`config.mk`:
```
export PLATFORM = sky130hd
export DESIGN_NAME = mealy_stream_arbiter_flat
export DESIGN_NICKNAME = d
export VERILOG_FILES = /design/src/rtl/mealy_stream_arbiter_pkg.sv /design/src/rtl/mealy_stream_arbiter_if.sv /design/src/rtl/mealy_stream_arbiter_mealy_core.sv /design/src/rtl/mealy_stream_arbiter.sv /design/src/flat_wrapper.sv
export SDC_FILE = /design/constraint.sdc
export NUM_CORES = 1
export LEC_CHECK = 0
export ABC_AREA = 0
export CORE_UTILIZATION = 54
export DETAILED_ROUTE_END_ITERATION = 8
export PLACE_DENSITY = 0.83
export SYNTH_ARGS = -nofsm -noshare
export SYNTH_HDL_FRONTEND = slang
export SYNTH_HIERARCHICAL = 1
export SYNTH_SLANG_ARGS = --single-unit
```
`constraint.sdc`:
```
create_clock -name clk -period 3.3 [get_ports clk]
set_clock_uncertainty 0.1 [all_clocks]
set_input_delay 0.33 -clock clk [delete_from_list [all_inputs] [get_ports clk]]
set_output_delay 0.33 -clock clk [all_outputs]
set_load 0.03 [all_outputs]
```
`src/rtl/mealy_stream_arbiter_pkg.sv`:
```
// Shared encodings for the Mealy stream arbiter: engine states and controller states.
package mealy_stream_arbiter_pkg;

  typedef enum logic [1:0] {
    S0 = 2'b00,
    S1 = 2'b01,
    S2 = 2'b10,
    S3 = 2'b11
  } eng_state_t;

  typedef enum logic [1:0] {
    IDLE  = 2'b00,
    SHIFT = 2'b01,
    DONE  = 2'b10
  } ctrl_state_t;

endpackage

```
`src/rtl/mealy_stream_arbiter_if.sv`:
```
// Request/response bundle between two requesters and the Mealy stream arbiter.
interface mealy_stream_arbiter_if
  import mealy_stream_arbiter_pkg::*;
#(
  parameter int WIDTH = 8
);
  // Handshake: a word moves when reqN_valid && reqN_ready are both high at a rising edge;
  // ready is combinational and may be high only in IDLE; rsp_valid is a one-cycle pulse, no backpressure.
  logic             req0_valid;
  logic [WIDTH-1:0] req0_data;
  logic             req0_ready;
  logic             req1_valid;
  logic [WIDTH-1:0] req1_data;
  logic             req1_ready;
  logic             rsp_valid;
  logic             rsp_id;
  logic [WIDTH-1:0] rsp_data;
  eng_state_t       rsp_state;
  logic             busy;

  modport master (
    output req0_valid, req0_data, req1_valid, req1_data,
    input  req0_ready, req1_ready, rsp_valid, rsp_id, rsp_data, rsp_state, busy
  );

  modport slave (
    input  req0_valid, req0_data, req1_valid, req1_data,
    output req0_ready, req1_ready, rsp_valid, rsp_id, rsp_data, rsp_state, busy
  );
endinterface

```
`src/rtl/mealy_stream_arbiter_mealy_core.sv`:
```
// Four-state Mealy engine: y is combinational from (state, x); clr restarts it at S0.
module mealy_core
  import mealy_stream_arbiter_pkg::*;
(
  input  logic       clk,
  input  logic       rst,
  input  logic       clr,
  input  logic       x,
  output logic       y,
  output eng_state_t state
);

  eng_state_t state_d;

  always_ff @(posedge clk or negedge rst) begin
    if (!rst)     state <= S0;
    else if (clr) state <= S0;
    else          state <= state_d;
  end

  always_comb begin
    state_d = state;
    y       = 1'b0;
    case (state)
      S0: if (x) begin state_d = S0; y = 1'b1; end
          else   begin state_d = S1; y = 1'b0; end
      S1: if (x) begin state_d = S3; y = 1'b0; end
          else   begin state_d = S2; y = 1'b1; end
      S2: if (x) begin state_d = S1; y = 1'b0; end
          else   begin state_d = S0; y = 1'b1; end
      S3: if (x) begin state_d = S2; y = 1'b1; end
          else   begin state_d = S3; y = 1'b0; end
      default: begin state_d = S0; y = 1'b0; end
    endcase
  end

endmodule

```
`src/rtl/mealy_stream_arbiter.sv`:
```
// Round-robin arbiter for two requesters feeding one word at a time, MSB first,
// through a Mealy engine and returning the collected y bits.
module mealy_stream_arbiter
  import mealy_stream_arbiter_pkg::*;
#(
  parameter int WIDTH = 8
) (
  input  logic                  clk,
  input  logic                  rst,
  mealy_stream_arbiter_if.slave bus,
  output ctrl_state_t           fsm_state
);

  localparam int CW = $clog2(WIDTH + 1);
  localparam logic [CW-1:0] LAST_BIT = CW'(WIDTH - 1);
  localparam logic [CW-1:0] MAX_CNT  = CW'(WIDTH);

  ctrl_state_t      state_q, state_d;
  logic             grant, last_grant_q;
  logic             accept0, accept1, accept;
  logic [WIDTH-1:0] word_q, res_q, hold_data_q;
  logic [CW-1:0]    cnt_q;
  logic             id_q, hold_id_q;
  eng_state_t       eng_state, hold_state_q;
  logic             x, y, last_bit;

  // Tie goes to whoever did not win last time.
  always_comb begin
    grant = ~last_grant_q;
    if (bus.req0_valid && !bus.req1_valid)      grant = 1'b0;
    else if (bus.req1_valid && !bus.req0_valid) grant = 1'b1;
  end

  assign accept0  = (state_q == IDLE) && bus.req0_valid && !grant;
  assign accept1  = (state_q == IDLE) && bus.req1_valid &&  grant;
  assign accept   = accept0 || accept1;
  assign last_bit = (state_q == SHIFT) && (cnt_q == LAST_BIT);
  assign x        = (state_q == SHIFT) ? word_q[WIDTH-1] : 1'b0;

  always_ff @(posedge clk or negedge rst) begin
    if (!rst) state_q <= IDLE;
    else      state_q <= state_d;
  end

  always_comb begin
    state_d = state_q;
    case (state_q)
      IDLE:    if (accept) state_d = SHIFT;
      SHIFT:   if (last_bit) state_d = DONE;
      DONE:    state_d = IDLE;
      default: state_d = IDLE;
    endcase
  end

  always_ff @(posedge clk or negedge rst) begin
    if (!rst) begin
      last_grant_q <= 1'b1;
      word_q       <= '0;
      res_q        <= '0;
      cnt_q        <= '0;
      id_q         <= 1'b0;
      hold_data_q  <= '0;
      hold_state_q <= S0;
      hold_id_q    <= 1'b0;
    end else begin
      if (accept) begin
        word_q       <= accept1 ? bus.req1_data : bus.req0_data;
        id_q         <= accept1;
        last_grant_q <= accept1;
        cnt_q        <= '0;
      end
      if (state_q == SHIFT) begin
        word_q <= {word_q[WIDTH-2:0], 1'b0};
        res_q  <= {res_q[WIDTH-2:0], y};
        if (cnt_q != MAX_CNT) cnt_q <= cnt_q + 1'b1;
      end
      // Freeze the result so it survives the next word's SHIFT phase.
      if (state_q == DONE) begin
        hold_data_q  <= res_q;
        hold_state_q <= eng_state;
        hold_id_q    <= id_q;
      end
    end
  end

  mealy_core u_core (
    .clk   (clk),
    .rst   (rst),
    .clr   (accept),
    .x     (x),
    .y     (y),
    .state (eng_state)
  );

  assign bus.req0_ready = accept0;
  assign bus.req1_ready = accept1;
  assign bus.rsp_valid  = (state_q == DONE);
  assign bus.rsp_id     = (state_q == DONE) ? id_q      : hold_id_q;
  assign bus.rsp_data   = (state_q == DONE) ? res_q     : hold_data_q;
  assign bus.rsp_state  = (state_q == DONE) ? eng_state : hold_state_q;
  assign bus.busy       = (state_q != IDLE);
  assign fsm_state      = state_q;

endmodule

```
`src/flat_wrapper.sv`:
```
// flat-port wrapper written by rule: the top's interface ports become plain ports
module mealy_stream_arbiter_flat import mealy_stream_arbiter_pkg::*;
#(
  parameter int WIDTH = 8
)
  (clk, rst, fsm_state, bus_req0_valid, bus_req0_data, bus_req1_valid, bus_req1_data, bus_req0_ready, bus_req1_ready, bus_rsp_valid, bus_rsp_id, bus_rsp_data, bus_rsp_state, bus_busy);
  mealy_stream_arbiter_if #(.WIDTH(WIDTH)) bus_i ();
  input  logic clk;
  input  logic rst;
  output ctrl_state_t fsm_state;
  input wire logic [$bits(bus_i.req0_valid)-1:0] bus_req0_valid;
  input wire logic [$bits(bus_i.req0_data)-1:0] bus_req0_data;
  input wire logic [$bits(bus_i.req1_valid)-1:0] bus_req1_valid;
  input wire logic [$bits(bus_i.req1_data)-1:0] bus_req1_data;
  output wire logic [$bits(bus_i.req0_ready)-1:0] bus_req0_ready;
  output wire logic [$bits(bus_i.req1_ready)-1:0] bus_req1_ready;
  output wire logic [$bits(bus_i.rsp_valid)-1:0] bus_rsp_valid;
  output wire logic [$bits(bus_i.rsp_id)-1:0] bus_rsp_id;
  output wire logic [$bits(bus_i.rsp_data)-1:0] bus_rsp_data;
  output wire logic [$bits(bus_i.rsp_state)-1:0] bus_rsp_state;
  output wire logic [$bits(bus_i.busy)-1:0] bus_busy;
  assign bus_i.req0_valid = bus_req0_valid;
  assign bus_i.req0_data = bus_req0_data;
  assign bus_i.req1_valid = bus_req1_valid;
  assign bus_i.req1_data = bus_req1_data;
  assign bus_req0_ready = bus_i.req0_ready;
  assign bus_req1_ready = bus_i.req1_ready;
  assign bus_rsp_valid = bus_i.rsp_valid;
  assign bus_rsp_id = bus_i.rsp_id;
  assign bus_rsp_data = bus_i.rsp_data;
  assign bus_rsp_state = bus_i.rsp_state;
  assign bus_busy = bus_i.busy;
  mealy_stream_arbiter #(.WIDTH(WIDTH)) u_core (.clk(clk), .rst(rst), .bus(bus_i), .fsm_state(fsm_state));
endmodule
```
### After elaboration in Yosys (flattened, before gate mapping)

Cells that the tools add are included.

| word-level totals | value |
|---|---|
| output and inout bits | 17 |
| memory bits (read-only) | 0 |
| bits in registers | 37 |
| input port bits | 20 |
| memories kept | 0 |
| bits in writable memories | 0 |
| bits in latches | 0 |

| operators by class | value |
|---|---|
| equality and inequality tests | 9 |
| shift-type cells | 0 |
| $add $sub $neg | 1 |
| div/mod/pow operators | 0 |
| multipliers | 0 |
| muxes and demuxes | 24 |
| reduce and logical (&&, ||, !) cells | 18 |
| bitwise logic cells | 1 |
| $lt $le $gt $ge | 0 |

Operators by type and width:

| operator | count |
|---|---|
| $mux W8 | 4 |
| $mux W4 | 3 |
| $mux W1 | 10 |
| $mux W2 | 4 |
| $pmux W2 S4 | 1 |
| $logic_and A1 B1 Y1 | 7 |
| $eq A2 B2 Y1 const B | 3 |
| $add A4 B1 Y4 const B | 1 |
| $eq A2 B1 Y1 const B | 2 |
| $eq A4 B3 Y1 const B | 1 |
| $logic_not A2 Y1 | 2 |
| $ne A2 B1 Y1 const B | 2 |
| $ne A4 B4 Y1 const B | 1 |
| $pmux W2 S2 | 1 |
| $reduce_bool A2 Y1 | 2 |
| $reduce_or A2 Y1 | 2 |
| $logic_not A1 Y1 | 3 |
| $pmux W1 S2 | 1 |
| $reduce_and A2 Y1 | 1 |
| $logic_or A1 B1 Y1 | 1 |
| $not A1 Y1 | 1 |

### Longest topological paths before layout

| depth | value |
|---|---|
| depth after elaboration | 10 |
| depth in mapped cells | 6 |
| depth with buffers taken out | 5 |

### By module

The synthesis kept the hierarchy.

Modules (own cells, without submodules):

| module | sequential area each (sq um) | area an instance (sq um) | cells an instance | times used |
|---|---|---|---|---|
| mealy_stream_arbiter | 877.1 | 1656.6 | 147 | 1 |
| mealy_core | 50.0 | 151.4 | 15 | 1 |

### Worst setup path after synthesis

No wires, ideal clock.

| path | value |
|---|---|
| kind | reg2out |
| start point | register u_core.state_q[1] (netlist: u_core/fsm_state[1]) |
| end point | output port bus_rsp_data[0] |
| arrival time | 1543 ps |
| slack | 1327 ps |
| path buffers | 1 |
| cell stages (with the launch flop) | 4 |
| required time | 2870 ps |
| cell sequence | dfrtp_1 -> nor2b_2 -> buf_4 -> mux2_1 |

| on the way | value |
|---|---|
| cells in the longest elaborated chain, start to end | 2 |

RTL lines:

| element | RTL line | text |
|---|---|---|
| start: declaration | mealy_stream_arbiter.sv:18 | `ctrl_state_t state_q, state_d;` |
| start signal: assignment | mealy_stream_arbiter.sv:42 | `else state_q <= state_d;` |
| $eq A2 B2 Y1 | - |  |
| named net bus_rsp_valid | flat_wrapper.sv:17 | `output wire logic [$bits(bus_i.rsp_valid)-1:0] bus_rsp_valid;` |
| $mux W8 | mealy_stream_arbiter.sv:99 | `assign bus.rsp_data = (state_q == DONE) ? res_q : hold_data_q;` |
| end: declaration | flat_wrapper.sv:19 | `output wire logic [$bits(bus_i.rsp_data)-1:0] bus_rsp_data;` |

The timed path passes the listed nets, and every way through them passes these cells.

### Worst setup path in the final report

| path | value |
|---|---|
| start point | register u_core.state_q[1] (netlist: u_core/fsm_state[1]) |
| end point | output port bus_rsp_data[4] |

| on the way | value |
|---|---|
| cells in the longest elaborated chain, start to end | 2 |

RTL lines:

| element | RTL line |
|---|---|
| $eq A2 B2 Y1 | mealy_stream_arbiter.sv:99 |
| $mux W8 | mealy_stream_arbiter.sv:99 |

No other way between the ends.

==> flow_summary.rst <==
.. list-table::
   :header-rows: 1

   * - Metric
     - Value
   * - Status
     - finished, final reports clean
   * - Wire length of the first global-routing pass
     - just under 6 mm
   * - Diodes inserted
     - 0
   * - Peak ir drop on the vdd network
     - about 0.56 mV
   * - Cell family with the largest share of critical-path delay
     - buffers and inverters
   * - Leakage power summed over all cells
     - between 1 and 1.5 nW
   * - Clock slew at reported path FFs
     - about 0.11 ns
   * - Via total after detailed routing
     - approximately 1,300
   * - Area of the placeable core
     - between 0.003 and 0.004 mm²
   * - Number of antenna violations at the first check in global routing
     - 0
   * - TritonCTS clock tree
     - built
   * - Number of buffers inserted to repair setup after CTS
     - 0
   * - Synthesized area per cell
     - between 10 and 15 µm²
   * - Maximum clock frequency
     - 0.3547 GHz
   * - Fraction of layout instances using a drive strength above 1
     - about an eighth
   * - Final max-slew violation count
     - 0
   * - Endpoint of the worst hold-timing path
     - u_core/hold_data_q[1]$_DFF_PN0_
   * - Post-route cell area
     - around 0.0023 mm²
   * - Async set or reset register ratio after synthesis
     - between 90% and 100%
   * - Most area-hungry cell type in the Yosys netlist
     - dfrtp_1
   * - Post-synthesis cell area
     - between 0.0015 and 0.002 mm²
   * - Relative slew slack
     - between 30% and 40%
   * - First-iteration detailed-routing DRC count
     - 37
   * - Buffer and inverter count on the worst path
     - 1
   * - Port Buffer Count
     - 36
   * - First-pass iteration count of the detailed router
     - 4
   * - Synth Net Count
     - 188
   * - Residual antenna-violating net count after detailed routing
     - 0
   * - Required time of the critical path
     - 2.87 ns
   * - Maximum number of pins on one net before global-route repair
     - 24
   * - Total routing usage reported by global routing
     - 22.29%
   * - Seq/Total Area, Yosys
     - 51.28%
   * - Clock Latency Late Sink
     - approximately 0.33 ns
   * - Area share of and/or/nand/nor cells after synthesis
     - a little under an eighth
   * - Slowest stage cell on the critical path
     - clkdlybuf4s50_1
   * - Vias per std cell
     - approximately 5.4
   * - Die area
     - ~0.0036 mm²
   * - Number of failing hold endpoints at the final stage
     - 0
   * - Number of warnings printed during yosys synthesis
     - 6
   * - Most used flip-flop cell after synthesis
     - dfrtp_1
   * - Maximum clock insertion buffer count
     - 2
   * - CTS-repair resized insts
     - 0
   * - Share of synthesized cell area in full adder, half adder and majority cells
     - roughly 4.2%
   * - Worst Hold Path Cells
     - 1
   * - Post-Synth XOR/XNOR Area
     - 0.9689%
   * - Final weighted congestion in routability-driven placement
     - 0.7372
   * - RSZ-0062 raised after global routing
     - false
   * - Final period utilization
     - approximately 85%
   * - GRT Residual Overflow
     - 0
   * - Min cycle time layout
     - between 2 and 3 ns
   * - Flop-to-flop setup slack
     - ~1.6 ns
   * - Worst Path Class, Setup
     - reg -> out
   * - X dimension of the die
     - between 50 and 60 µm
   * - Fraction of synthesized cell area taken by the top area cell type
     - 49.83%
   * - Number of ports placed on the die boundary
     - 37
   * - Total of fill cells in the finished design
     - 241
   * - Endpoint kind of the worst setup timing path
     - output pin
   * - Critical register-to-register path startpoint
     - u_core/fsm_state[1]$_DFFE_PN0P_
   * - Number of synthesized register bits
     - 37
   * - Routed Wire Length
     - about 3.4 mm
   * - Leading cell types by total area after synthesis
     - dfrtp_1, nand2_1, o221ai_2
   * - Capture point of the worst reg-to-reg path
     - u_core/cnt_q[0]$_DFF_PN0_
   * - Worst endpoint data arrival time
     - between 2 and 2.5 ns
   * - Residual DRC count
     - 0
   * - Hold wc startpoint
     - u_core/hold_data_q[1]$_DFF_PN0_
   * - Compound-cell area share of the yosys netlist
     - between 10% and 20%
   * - Total negative setup slack
     - 0 ns
   * - Number of global-route vias before repair
     - between 1,000 and 1,500
   * - Site Rows
     - 20
   * - Cell area after placement
     - around 0.0022 mm²
   * - Largest family of logic cells by synthesized area
     - compound AO/OA/AOI/OAI gates
   * - Number of flops mapped to enable cells by yosys
     - 0
   * - Buffer cell driving the clock tree root
     - clkbuf_4
   * - Cell-by-cell listing of the critical path
     - nor2b_2 > mux2_1 > clkdlybuf4s50_1
   * - Post-synth top cells
     - dfrtp_1, nand2_1, inv_1
   * - Final HPWL DP
     - around 2.6 mm
   * - Cell count after synthesis
     - around 160
   * - Finish-stage setup viols
     - 0
   * - Library cells used by synthesis
     - 35
   * - Hold-fix buffers, CTS
     - 0
   * - Worst hold-check slack
     - between 0.3 and 0.4 ns
   * - Initial core utilization
     - around three fifths
   * - Number of maximum-capacitance violations
     - 0
   * - Crit. path cell count
     - 3
   * - Cell Pwr Density
     - slightly above 900 mW/mm²
   * - Actual slew at the worst max-slew pin
     - slightly above 1 ns
   * - Critical path fanouts, max
     - 12
   * - CP max stage delay
     - just over 0.6 ns
   * - # H-tree levels
     - 2
   * - Clock sink total
     - 37
   * - Routed wirelength normalized by instance count
     - ~14 µm
   * - Nets@finish
     - approximately 230
   * - Layout-stage area growth over the synthesis result
     - 26.37%
   * - Path class of the lowest-slack min-delay path
     - reg -> reg
   * - Die height
     - approximately 60 µm
   * - Setup crit start kind
     - flip-flop
   * - R2R cell count
     - 3
   * - Portion of netlist area occupied by mux cells
     - about an eighth
   * - Inserted Clock Buffers
     - 5
==> power breakdown <==
| group | internal (mW) | leakage [nW] | switching [mW] | total (mW) |
|---|---|---|---|---|
| Sequential | 0.652 | 0.450 | 0.131 | 0.783 |
| Clock | 0.161 | 0.0424 | 0.148 | 0.310 |
| Combinational | 0.407 | 0.543 | 0.574 | 0.981 |
==> per-layer routing <==
layer  GRT usage [%]  vias up  share of wire (%)
met5               0        -                  0
met4           11.96        0                2.0
met3           4.762        6                4.3
met2           36.98       37                 53
met1           27.07      659                 41
li1                -      630                  -
==> area by class of cell <==
class	instances	area [µm²]	share of cell area [%]
sequential	37	927.1	40.58
multi-input combinational	105	790.8	34.61
timing repair buffer	38	375.4	16.43
inverter	15	56.30	2.464
tap	44	55.05	2.410
clock buffer	6	41.29	1.807
clock inverter	2	38.79	1.698
==> through the flow <==
step	std cells	power [mW]	setup WS [ns]	utilization [%]
global route	247	2.224	0.3158	73.63
detailed placement	239	1.779	0.6790	71.05
floorplan	162	1.465	1.327	-
global placement	239	1.715	0.7312	71.05
CTS	247	2.094	0.4474	73.63
finish	247	2.074	0.4811	73.63
==> logic make-up (layout without fill, tap and decap cells) <==
family          after synthesis  in the layout
mux                          20             20
fa+ha+maj                     6              6
simple gates                 49             49
flops                        37             37
buf+inv                      20             61
xor+xnor                      2              2
compound gates               28             28
==> worst max-delay path by stage <==
stage	from	endpoint	slack [ns]
6_report	u_core/fsm_state[1]$_DFFE_PN0P_	bus_rsp_data[4]	0.48
3_5_place_dp	bus_req1_valid	bus_req1_ready	0.68
4_1_cts	u_core/fsm_state[1]$_DFFE_PN0P_	bus_rsp_data[4]	0.45
5_1_grt	u_core/fsm_state[1]$_DFFE_PN0P_	bus_rsp_data[4]	0.32
2_1_floorplan	u_core/fsm_state[1]$_DFFE_PN0P_	bus_rsp_data[0]	1.33
3_3_place_gp	bus_req1_valid	bus_req1_ready	0.73
==> layout by cell type, fill, tap and decap left out, types with 3 or more instances in the layout <==
cell type	instances
dfrtp_1	36
a21oi_1	3
mux2i_1	9
o21ai_1	5
o221ai_2	7
mux2_1	9
clkdlybuf4s50_1	36
nand2_1	36
ha_1	6
clkbuf_4	5
inv_1	13
nor2_1	4
==> flip-flops by register name, summed over array words and instances (netlist names), 2 cells and up <==
name / cells
u_core/cnt_q: 4
u_core/word_q: 8
u_core/res_q: 8
u_core/u_core/state: 2
u_core/fsm_state: 2
u_core/hold_data_q: 8
u_core/hold_state_q: 2
Note: power is estimated with default switching activity, not from simulation.
